==> src/rtl/job_q_2_1_sweep_ctrl_if.sv <==
// Bundle between the sweep sequencer, its control logic and the job_q_2_1 instance.
// Optional first-failure fields exist only when FIRST_FAIL_EN is defined.
interface job_q_2_1_sweep_ctrl_if;
  logic        start;
  logic        abort;
  logic        input_a;
  logic        input_b;
  logic        input_c;
  logic        input_d;
  logic        output_y;
  logic        busy;
  logic        done;
  logic [15:0] truth_table;
  logic        pass;
  logic [4:0]  mismatch_count;
`ifdef FIRST_FAIL_EN
  logic        first_fail_valid;
  logic [3:0]  first_fail_idx;
`endif

  modport master (
    output start, abort, output_y,
    input  input_a, input_b, input_c, input_d,
    input  busy, done, truth_table, pass, mismatch_count
`ifdef FIRST_FAIL_EN
    , input first_fail_valid, first_fail_idx
`endif
  );

  modport slave (
    input  start, abort, output_y,
    output input_a, input_b, input_c, input_d,
    output busy, done, truth_table, pass, mismatch_count
`ifdef FIRST_FAIL_EN
    , output first_fail_valid, first_fail_idx
`endif
  );
endinterface

==> src/rtl/job_q_2_1_sweep_ctrl.sv <==
// Sweeps all 16 vectors through job_q_2_1, captures its truth table and grades it.
// Define FIRST_FAIL_EN to also record the index of the first mismatching vector.
module job_q_2_1_sweep_ctrl #(
  parameter int unsigned SETTLE_CYCLES = 1,
  parameter logic [15:0] EXPECTED      = 16'h6996
) (
  input logic             clk_sys_i,
  input logic             rst_i,
  job_q_2_1_sweep_ctrl_if.slave bus
);

  // state | meaning
  // IDLE  | waiting for start, results held
  // RUN   | driving vectors, sampling output_y
  // CHECK | grading captured table, one cycle
  localparam logic [1:0] IDLE  = 2'd0;
  localparam logic [1:0] RUN   = 2'd1;
  localparam logic [1:0] CHECK = 2'd2;

  localparam logic [7:0] SETTLE_RELOAD = 8'(SETTLE_CYCLES - 1);

  logic [1:0]  state_q, state_d;
  logic [3:0]  idx_q, idx_d;
  logic [7:0]  settle_q, settle_d;
  logic [15:0] tt_q, tt_d;
  logic        done_q, done_d;
  logic        pass_q, pass_d;
  logic [4:0]  mc_q, mc_d;
`ifdef FIRST_FAIL_EN
  logic        ff_valid_q, ff_valid_d;
  logic [3:0]  ff_idx_q, ff_idx_d;
`endif

  always_comb begin
    state_d  = state_q;
    idx_d    = idx_q;
    settle_d = settle_q;
    tt_d     = tt_q;
    done_d   = done_q;
    pass_d   = pass_q;
    mc_d     = mc_q;
`ifdef FIRST_FAIL_EN
    ff_valid_d = ff_valid_q;
    ff_idx_d   = ff_idx_q;
`endif
    case (state_q)
      IDLE: begin
        if (bus.start) begin
          idx_d    = 4'd0;
          settle_d = SETTLE_RELOAD;
          tt_d     = 16'h0000;
          done_d   = 1'b0;
          pass_d   = 1'b0;
          mc_d     = 5'd0;
`ifdef FIRST_FAIL_EN
          ff_valid_d = 1'b0;
          ff_idx_d   = 4'd0;
`endif
          state_d  = RUN;
        end
      end
      RUN: begin
        // abort wins over a sample due on the same edge
        if (bus.abort) begin
          state_d = IDLE;
          done_d  = 1'b0;
          pass_d  = 1'b0;
        end else if (settle_q != 8'd0) begin
          settle_d = settle_q - 8'd1;
        end else begin
          tt_d[idx_q] = bus.output_y;
`ifdef FIRST_FAIL_EN
          if (!ff_valid_q && (bus.output_y != EXPECTED[idx_q])) begin
            ff_valid_d = 1'b1;
            ff_idx_d   = idx_q;
          end
`endif
          if (idx_q == 4'd15) begin
            state_d = CHECK;
          end else begin
            idx_d    = idx_q + 4'd1;
            settle_d = SETTLE_RELOAD;
          end
        end
      end
      CHECK: begin
        state_d = IDLE;
        if (bus.abort) begin
          done_d = 1'b0;
          pass_d = 1'b0;
        end else begin
          pass_d = (tt_q == EXPECTED);
          mc_d   = 5'($countones(tt_q ^ EXPECTED));
          done_d = 1'b1;
        end
      end
      default: state_d = IDLE;
    endcase
  end

  always_ff @(posedge clk_sys_i or posedge rst_i) begin
    if (rst_i) begin
      state_q  <= IDLE;
      idx_q    <= 4'd0;
      settle_q <= 8'd0;
      tt_q     <= 16'h0000;
      done_q   <= 1'b0;
      pass_q   <= 1'b0;
      mc_q     <= 5'd0;
`ifdef FIRST_FAIL_EN
      ff_valid_q <= 1'b0;
      ff_idx_q   <= 4'd0;
`endif
    end else begin
      state_q  <= state_d;
      idx_q    <= idx_d;
      settle_q <= settle_d;
      tt_q     <= tt_d;
      done_q   <= done_d;
      pass_q   <= pass_d;
      mc_q     <= mc_d;
`ifdef FIRST_FAIL_EN
      ff_valid_q <= ff_valid_d;
      ff_idx_q   <= ff_idx_d;
`endif
    end
  end

  // vector comes straight off the index register to keep the DUT inputs glitch-free
  assign bus.input_a        = idx_q[3];
  assign bus.input_b        = idx_q[2];
  assign bus.input_c        = idx_q[1];
  assign bus.input_d        = idx_q[0];
  assign bus.busy           = (state_q == RUN) || (state_q == CHECK);
  assign bus.done           = done_q;
  assign bus.truth_table    = tt_q;
  assign bus.pass           = pass_q;
  assign bus.mismatch_count = mc_q;
`ifdef FIRST_FAIL_EN
  assign bus.first_fail_valid = ff_valid_q;
  assign bus.first_fail_idx   = ff_idx_q;
`endif

endmodule

==> src/flat_wrapper.sv <==
// flat-port wrapper written by rule: the top's interface ports become plain ports
module job_q_2_1_sweep_ctrl_flat 
#(
  parameter int unsigned SETTLE_CYCLES = 1,
  parameter logic [15:0] EXPECTED      = 16'h6996
)
  (clk_sys_i, rst_i, bus_start, bus_abort, bus_output_y, bus_input_a, bus_input_b, bus_input_c, bus_input_d, bus_busy, bus_done, bus_truth_table, bus_pass, bus_mismatch_count);
  job_q_2_1_sweep_ctrl_if bus_i ();
  input logic clk_sys_i;
  input logic rst_i;
  input wire logic [$bits(bus_i.start)-1:0] bus_start;
  input wire logic [$bits(bus_i.abort)-1:0] bus_abort;
  input wire logic [$bits(bus_i.output_y)-1:0] bus_output_y;
  output wire logic [$bits(bus_i.input_a)-1:0] bus_input_a;
  output wire logic [$bits(bus_i.input_b)-1:0] bus_input_b;
  output wire logic [$bits(bus_i.input_c)-1:0] bus_input_c;
  output wire logic [$bits(bus_i.input_d)-1:0] bus_input_d;
  output wire logic [$bits(bus_i.busy)-1:0] bus_busy;
  output wire logic [$bits(bus_i.done)-1:0] bus_done;
  output wire logic [$bits(bus_i.truth_table)-1:0] bus_truth_table;
  output wire logic [$bits(bus_i.pass)-1:0] bus_pass;
  output wire logic [$bits(bus_i.mismatch_count)-1:0] bus_mismatch_count;
  assign bus_i.start = bus_start;
  assign bus_i.abort = bus_abort;
  assign bus_i.output_y = bus_output_y;
  assign bus_input_a = bus_i.input_a;
  assign bus_input_b = bus_i.input_b;
  assign bus_input_c = bus_i.input_c;
  assign bus_input_d = bus_i.input_d;
  assign bus_busy = bus_i.busy;
  assign bus_done = bus_i.done;
  assign bus_truth_table = bus_i.truth_table;
  assign bus_pass = bus_i.pass;
  assign bus_mismatch_count = bus_i.mismatch_count;
  job_q_2_1_sweep_ctrl #(.SETTLE_CYCLES(SETTLE_CYCLES), .EXPECTED(EXPECTED)) u_core (.clk_sys_i(clk_sys_i), .rst_i(rst_i), .bus(bus_i));
endmodule
==> config.mk <==
export PLATFORM = sky130hd
export DESIGN_NAME = job_q_2_1_sweep_ctrl_flat
export DESIGN_NICKNAME = d
export VERILOG_FILES = /design/src/rtl/job_q_2_1_sweep_ctrl_if.sv /design/src/rtl/job_q_2_1_sweep_ctrl.sv /design/src/flat_wrapper.sv
export SDC_FILE = /design/constraint.sdc
export NUM_CORES = 1
export LEC_CHECK = 0
export BUFFER_PORTS_ARGS = -buffer_cell sky130_fd_sc_hd__buf_2
export CORE_UTILIZATION = 40
export DETAILED_ROUTE_END_ITERATION = 12
export PLACE_DENSITY = 0.64
export SYNTH_ARGS = -nofsm -noshare
export SYNTH_HDL_FRONTEND = slang
export SYNTH_SLANG_ARGS = --single-unit
export TNS_END_PERCENT = 5
==> constraint.sdc <==
create_clock -name clk_sys_i -period 4.62 [get_ports clk_sys_i]
set_clock_uncertainty 0.15 [all_clocks]
set_input_delay 0.231 -clock clk_sys_i [delete_from_list [all_inputs] [get_ports clk_sys_i]]
set_output_delay 0.231 -clock clk_sys_i [all_outputs]
set_load 0.1 [all_outputs]
==> results of run 1 <==
cell usage after synthesis, drive strengths merged:
cell / n
a211o: 2
a21o: 3
a21oi: 24
a22oi: 6
a32o: 1
a32oi: 1
and2: 1
buf: 5
clkbuf: 6
clkinv: 1
dfrtp: 37
fa: 11
ha: 31
inv: 53
mux2: 1
mux2i: 1
nand2: 12
nand2b: 3
nand3: 11
nand3b: 1
nand4: 3
nor2: 7
nor2b: 6
nor3: 5
nor3b: 1
nor4: 3
nor4b: 1
o211ai: 1
o21ai: 19
o221ai: 3
o22a: 2
o22ai: 2
o311ai: 4
o31ai: 18
o41ai: 2
or3: 2
or3b: 1
or4: 7
or4b: 1
xnor2: 1
path summary, 6_finish.rpt:
| path | to | startpoint | slack (ps) | depth (start not counted) |
|---|---|---|---|---|
| max | u_core.bus.mismatch_count[3] | u_core.bus.truth_table[12] | 290 | 16 |
| min | u_core.state_q[0] | bus_start | 150 | 3 |
| max reg2reg | u_core.bus.mismatch_count[3] | u_core.bus.truth_table[12] | 290 | 16 |
| min reg2reg | u_core.bus.done | u_core.bus.done | 340 | 2 |
| max in group asynchronous | u_core.bus.truth_table[14] | rst_i | 3480 | 4 |
| min in group asynchronous | u_core.settle_q[3] | rst_i | 450 | 4 |
cells by family after synthesis:
family,Yosys count,share of synthesized area (%)
AO/OA/AOI/OAI,88,20.9
buffers and inverters,65,9.37
AND/OR/NAND/NOR,65,14.0
adder cells (fa/ha/maj),42,21.7
flip-flops,37,33.0
multiplexers,2,0.759
XOR/XNOR,1,0.312
routing by layer:
layer	share of wire, %	up-vias	global-route usage [%]	wire length, µm
li1	-	1120	-	-
met1	49	1153	25.5	3110
met2	48	39	31.1	3060
met3	3.0	2	2.69	193
met4	0.42	0	4.24	27
met5	0	-	0	0
layout make-up:
class	instances	share of cell area, %
timing repair buffer	35	5.88
tap	96	3.82
multi-input combinational	198	51.3
clock buffer	5	2.19
clock inverter	3	0.556
inverter	54	6.44
sequential	37	29.8
what timing repair did:
item                                    CTS  global route
endpoints found under the setup margin    0             0
hold buffers                              1             0
hold endpoints to repair                 37             0
per-stage QoR:
step | instance area [µm²] | worst slack, ps | hold WS [ps]
final | 3150 | 288 | 154
after global routing | 3150 | 56.1 | 174
after CTS | 3150 | 268 | 139
after detailed placement | 3050 | 269 | 233
after global placement | 3050 | 376 | 226
after floorplan | 2820 | 6.44 | 233
tightest hold or removal path, cell delays in order:
cell and delay, ps:
buf_2 150, a21oi_1 130, a21oi_1 40
placed cells by master, fill, tap and decap left out, types with 6 or more instances in the layout:
cell type	n
inv_1	53
a22oi_1	6
ha_1	31
dfrtp_1	27
o31ai_1	18
a21oi_1	23
fa_1	11
dfrtp_2	10
nand3_1	11
or4_1	6
o21ai_0	17
nor2_1	7
nand2_1	12
buf_2	32
state kept, by name (all words and copies together), names as in the netlist:
register,flops
u_core.bus.mismatch_count,5
u_core.state_q,2
u_core.bus.truth_table,16
u_core.bus.pass,1
u_core.bus.done,1
u_core.idx_q,4
u_core.settle_q,8
==> flow_summary.toml, run 1 <==
[global_route]
track_usage_pct = 18.5
globalRoute.totalOverflow = 0
grt_pass1_wl_um = 10800
grt_pass1_vias = 2270
grt_antenna_before_repair = 0
grt_max_degree = 38

[cells_and_area]
syn2layout_area_growth_pct = 12.3
postLayoutCoreUtil_pct = 46.3
antenna_cells = 0
instances_no_fill = 428
final_nets = 378
multiInputGateArea_mm2 = 0.00162
regArea_um2 = 938
drive_gt1_share_pct = 18.1
nFillCells = 658

[clock_tree]
cts_buffer_depth = 2
clk_latency_ps = 290
cts_buffers = 5
cts_sinks = 37
clkTransAtPathRegs_ps = 80
post_cts_buffers = 0
cts_max_level = 2
cts_resized = 0
cts_tree = "built"
cts-root-buf = "clkbuf_8"

[drt]
drt_first_pass_iters = 4
remaining_drc_errors = 0
wl_um = 6390
wl_per_cell_um = 14.9
route.vias.total = 2314
via_per_inst = 5.41
drt_iter0_drc = 89
postRouteAntennaNets = 0

[logic_synthesis]
syn_area_mm2 = 0.00280
synth_cell_types = 48
yosys_warnings = 0
synth_top_area_share_pct = 33.0
ys_seq_elements = 37
synth_area_leader_cell = "dfrtp_1"
synth_area_leaders = "dfrtp_1 (33%), ha_1 (14%), fa_1 (7.9%)"
syn_avg_cell_area_um2 = 9.35
synth_fp_nets = 347
seq_area_frac_synth_pct = 33.0
synth_cells = 300

[worst_setup_path]
critPathKind = "flop to flop"
worst-path-max-fanout = 4
slowest_stage = "fa_1"
path_buf_inv = 5
path_delay_family = "adder cells"
cp.arrival_ps = 4330
cpPeakStageDelay_ps = 530
end_kind = "flop"
required_ps = 4620
start_kind = "flop"
worstPathCellList = "inv_1, ha_1, inv_1, fa_1, inv_1, fa_1, fa_1, inv_1, fa_1, inv_1, ha_1, fa_1, xnor2_1, nor2b_1, a21oi_1, o221ai_1"

[outcome]
status = "finished, final reports clean"

[sta]
timing_hold_violations_final = 0
fmax_mhz = 231
drv_slew = 0
fin_crit_sh_pct = 93.8
worst_pin_slew_ps = 1060
finalSetupTns_ps = 0
layout_min_cycle_time_ps = 4330
rsz0062_at_grt = "no"
setup_viol = 0
slew-limit-headroom_pct = 29.6

[min_path]
hold_path_class = "input pin to flop"

[floorplan]
die_area_mm2 = 0.00735
die_w_um = 85.7
fp-row-count = 30
dieHeight_um = 85.7
start_util_pct = 41.3
fp.coreArea_mm2 = 0.00679
ios = 33

[place]
place_congestion = 0.811
dp_hpwl_um = 4740
io_buffers = 32
dp.cells = 419

[job]
drv.max_cap_violation_count = 0
Power of run 1 is left out: the tool's default activity adds up to more than one toggle a clock period on the data nets, which glitch-free logic cannot reach.
==> run 2, diff against run 1 <==
--- a/config.mk
+++ b/config.mk
@@ -6,9 +6,12 @@
 export NUM_CORES = 1
 export LEC_CHECK = 0
 export BUFFER_PORTS_ARGS = -buffer_cell sky130_fd_sc_hd__buf_2
+export CELL_PAD_IN_SITES_DETAIL_PLACEMENT = 0
+export CELL_PAD_IN_SITES_GLOBAL_PLACEMENT = 1
 export CORE_UTILIZATION = 40
 export DETAILED_ROUTE_END_ITERATION = 12
-export PLACE_DENSITY = 0.64
+export PLACE_DENSITY = 0.78
+export SLEW_MARGIN = 20
 export SYNTH_ARGS = -nofsm -noshare
 export SYNTH_HDL_FRONTEND = slang
 export SYNTH_SLANG_ARGS = --single-unit
==> flow_summary.toml, run 2 (synthesis results as in run 1) <==
[outcome]
status = "finished, final reports clean"

[place]
place_congestion = 0.788
dp_hpwl_um = 4770
io_buffers = 32

[floorplan]
die_area_mm2 = 0.00735
fp-row-count = 30
start_util_pct = 41.3
fp.coreArea_mm2 = 0.00679
ios = 33
die_w_um = 85.7
dieHeight_um = 85.7

[job]
drv.max_cap_violation_count = 0

[global_route]
grt_pass1_wl_um = 10900
grt_antenna_before_repair = 0
use_met2_pct = 30.8
top_usage_layer = "met2"
grt_pass1_vias = 2202
met1_usage_pct = 26.4
globalRoute.totalOverflow = 0
track_usage_pct = 18.9
grtUsageMet3_pct = 3.75
grt_max_degree = 38

[sta]
fin_crit_sh_pct = 92.5
drv_slew = 0
worst_pin_slew_ps = 1070
setup_viol = 0
slew-limit-headroom_pct = 29.0
fmax_mhz = 234
rsz0062_at_grt = "no"
layout_min_cycle_time_ps = 4270
timing_hold_violations_final = 0
finalSetupTns_ps = 0

[drt]
postRouteAntennaNets = 0
wl_um = 6340
drt_iter0_drc = 123
via_per_inst = 5.38
drt_first_pass_iters = 4
route.vias.total = 2303
wl_per_cell_um = 14.8
remaining_drc_errors = 0

[worst_setup_path]
cpPeakStageDelay_ps = 530
ff2ff_path_depth = 15
cp.arrival_ps = 4290
slowest_stage = "fa_1"
start_kind = "flop"
worstPathCellList = "ha_1, inv_1, fa_1, inv_1, fa_1, fa_1, inv_1, fa_1, inv_1, ha_1, fa_1, xnor2_1, nor2b_1, a21oi_1, o221ai_1"
worst-path-max-fanout = 5
critPathKind = "flop to flop"
path_buf_inv = 4
required_ps = 4630
crit_top_cell = "fa_1"
path_depth = 15
path_delay_family = "adder cells"
end_kind = "flop"

[min_path]
hold_depth = 3
hold_path_class = "input pin to flop"

[cells_and_area]
final_cell_mix = "inv_1 (53), buf_2 (32), ha_1 (31), dfrtp_1 (27), a21oi_1 (23)"
drive_gt1_share_pct = 17.8
syn2layout_area_growth_pct = 12.5
mostFrequentLayoutCell = "inv_1"
antenna_cells = 0
largest_reg_flops = 16
final_nets = 379

[clock_tree]
cts_sinks = 37
clkTransAtPathRegs_ps = 70
cts-root-buf = "clkbuf_8"
cts_resized = 0
clk_latency_ps = 290
cts_buffers = 5
cts_max_level = 2
cts_buffer_depth = 2
cts_tree = "built"
[run 2: changes by cell type in the layout (fill, tap and decap cells not counted), sizes merged]
cell | previous run | this run
clkinv | 3 | 1
buf | 34 | 35
clkbuf | 5 | 7
clkinvlp | 1 | 0
[run 2: worst paths after layout]
check	from	end	slack, ps
max	u_core.bus.truth_table[15]	u_core.bus.mismatch_count[3]	350
min	bus_start	u_core.bus.mismatch_count[4]	130
max reg2reg	u_core.bus.truth_table[15]	u_core.bus.mismatch_count[3]	350
min reg2reg	u_core.bus.pass	u_core.bus.pass	370
max in group asynchronous	rst_i	u_core.bus.truth_table[13]	3490
min in group asynchronous	rst_i	u_core.settle_q[5]	430
[run 2: cell type report]
type                            instances  area, µm²
Timing Repair Buffer                   36        193
Sequential cell                        37        938
Fill cell                             678       3640
Tap cell                               96        120
Multi-Input combinational cell        198       1620
Clock buffer                            7       86.3
Inverter                               54        203
[run 2: metrics by stage]
step	setup WS, ps	hold slack [ps]	cells	util [%]	instance area [µm²]
detailed placement	310	228	420	45.0	3060
floorplan	6.44	233	300	-	2820
CTS	310	130	428	46.4	3160
global route	105	154	428	46.4	3160
finish	345	133	428	46.4	3160
global placement	385	231	420	45.0	3060
[run 2: timing repair]
action | 4_1_cts | 5_1_grt
setup buffers | 0 | 0
hold buffers | 1 | 0
endpoints found under the hold margin | 37 | 0
[run 2: tightest hold or removal path: cells and delay by family]
family,cells,cell delay [ps]
buffers and inverters,1,140
AO/OA/AOI/OAI,2,170
[run 2: routing by layer]
| metal | part of all wire, % | wire [µm] |
|---|---|---|
| met5 | 0 | 0 |
| met4 | 0.77 | 49 |
| met3 | 2.8 | 175 |
| met2 | 47 | 2960 |
| met1 | 50 | 3150 |
Power of run 2 is left out for the same reason.
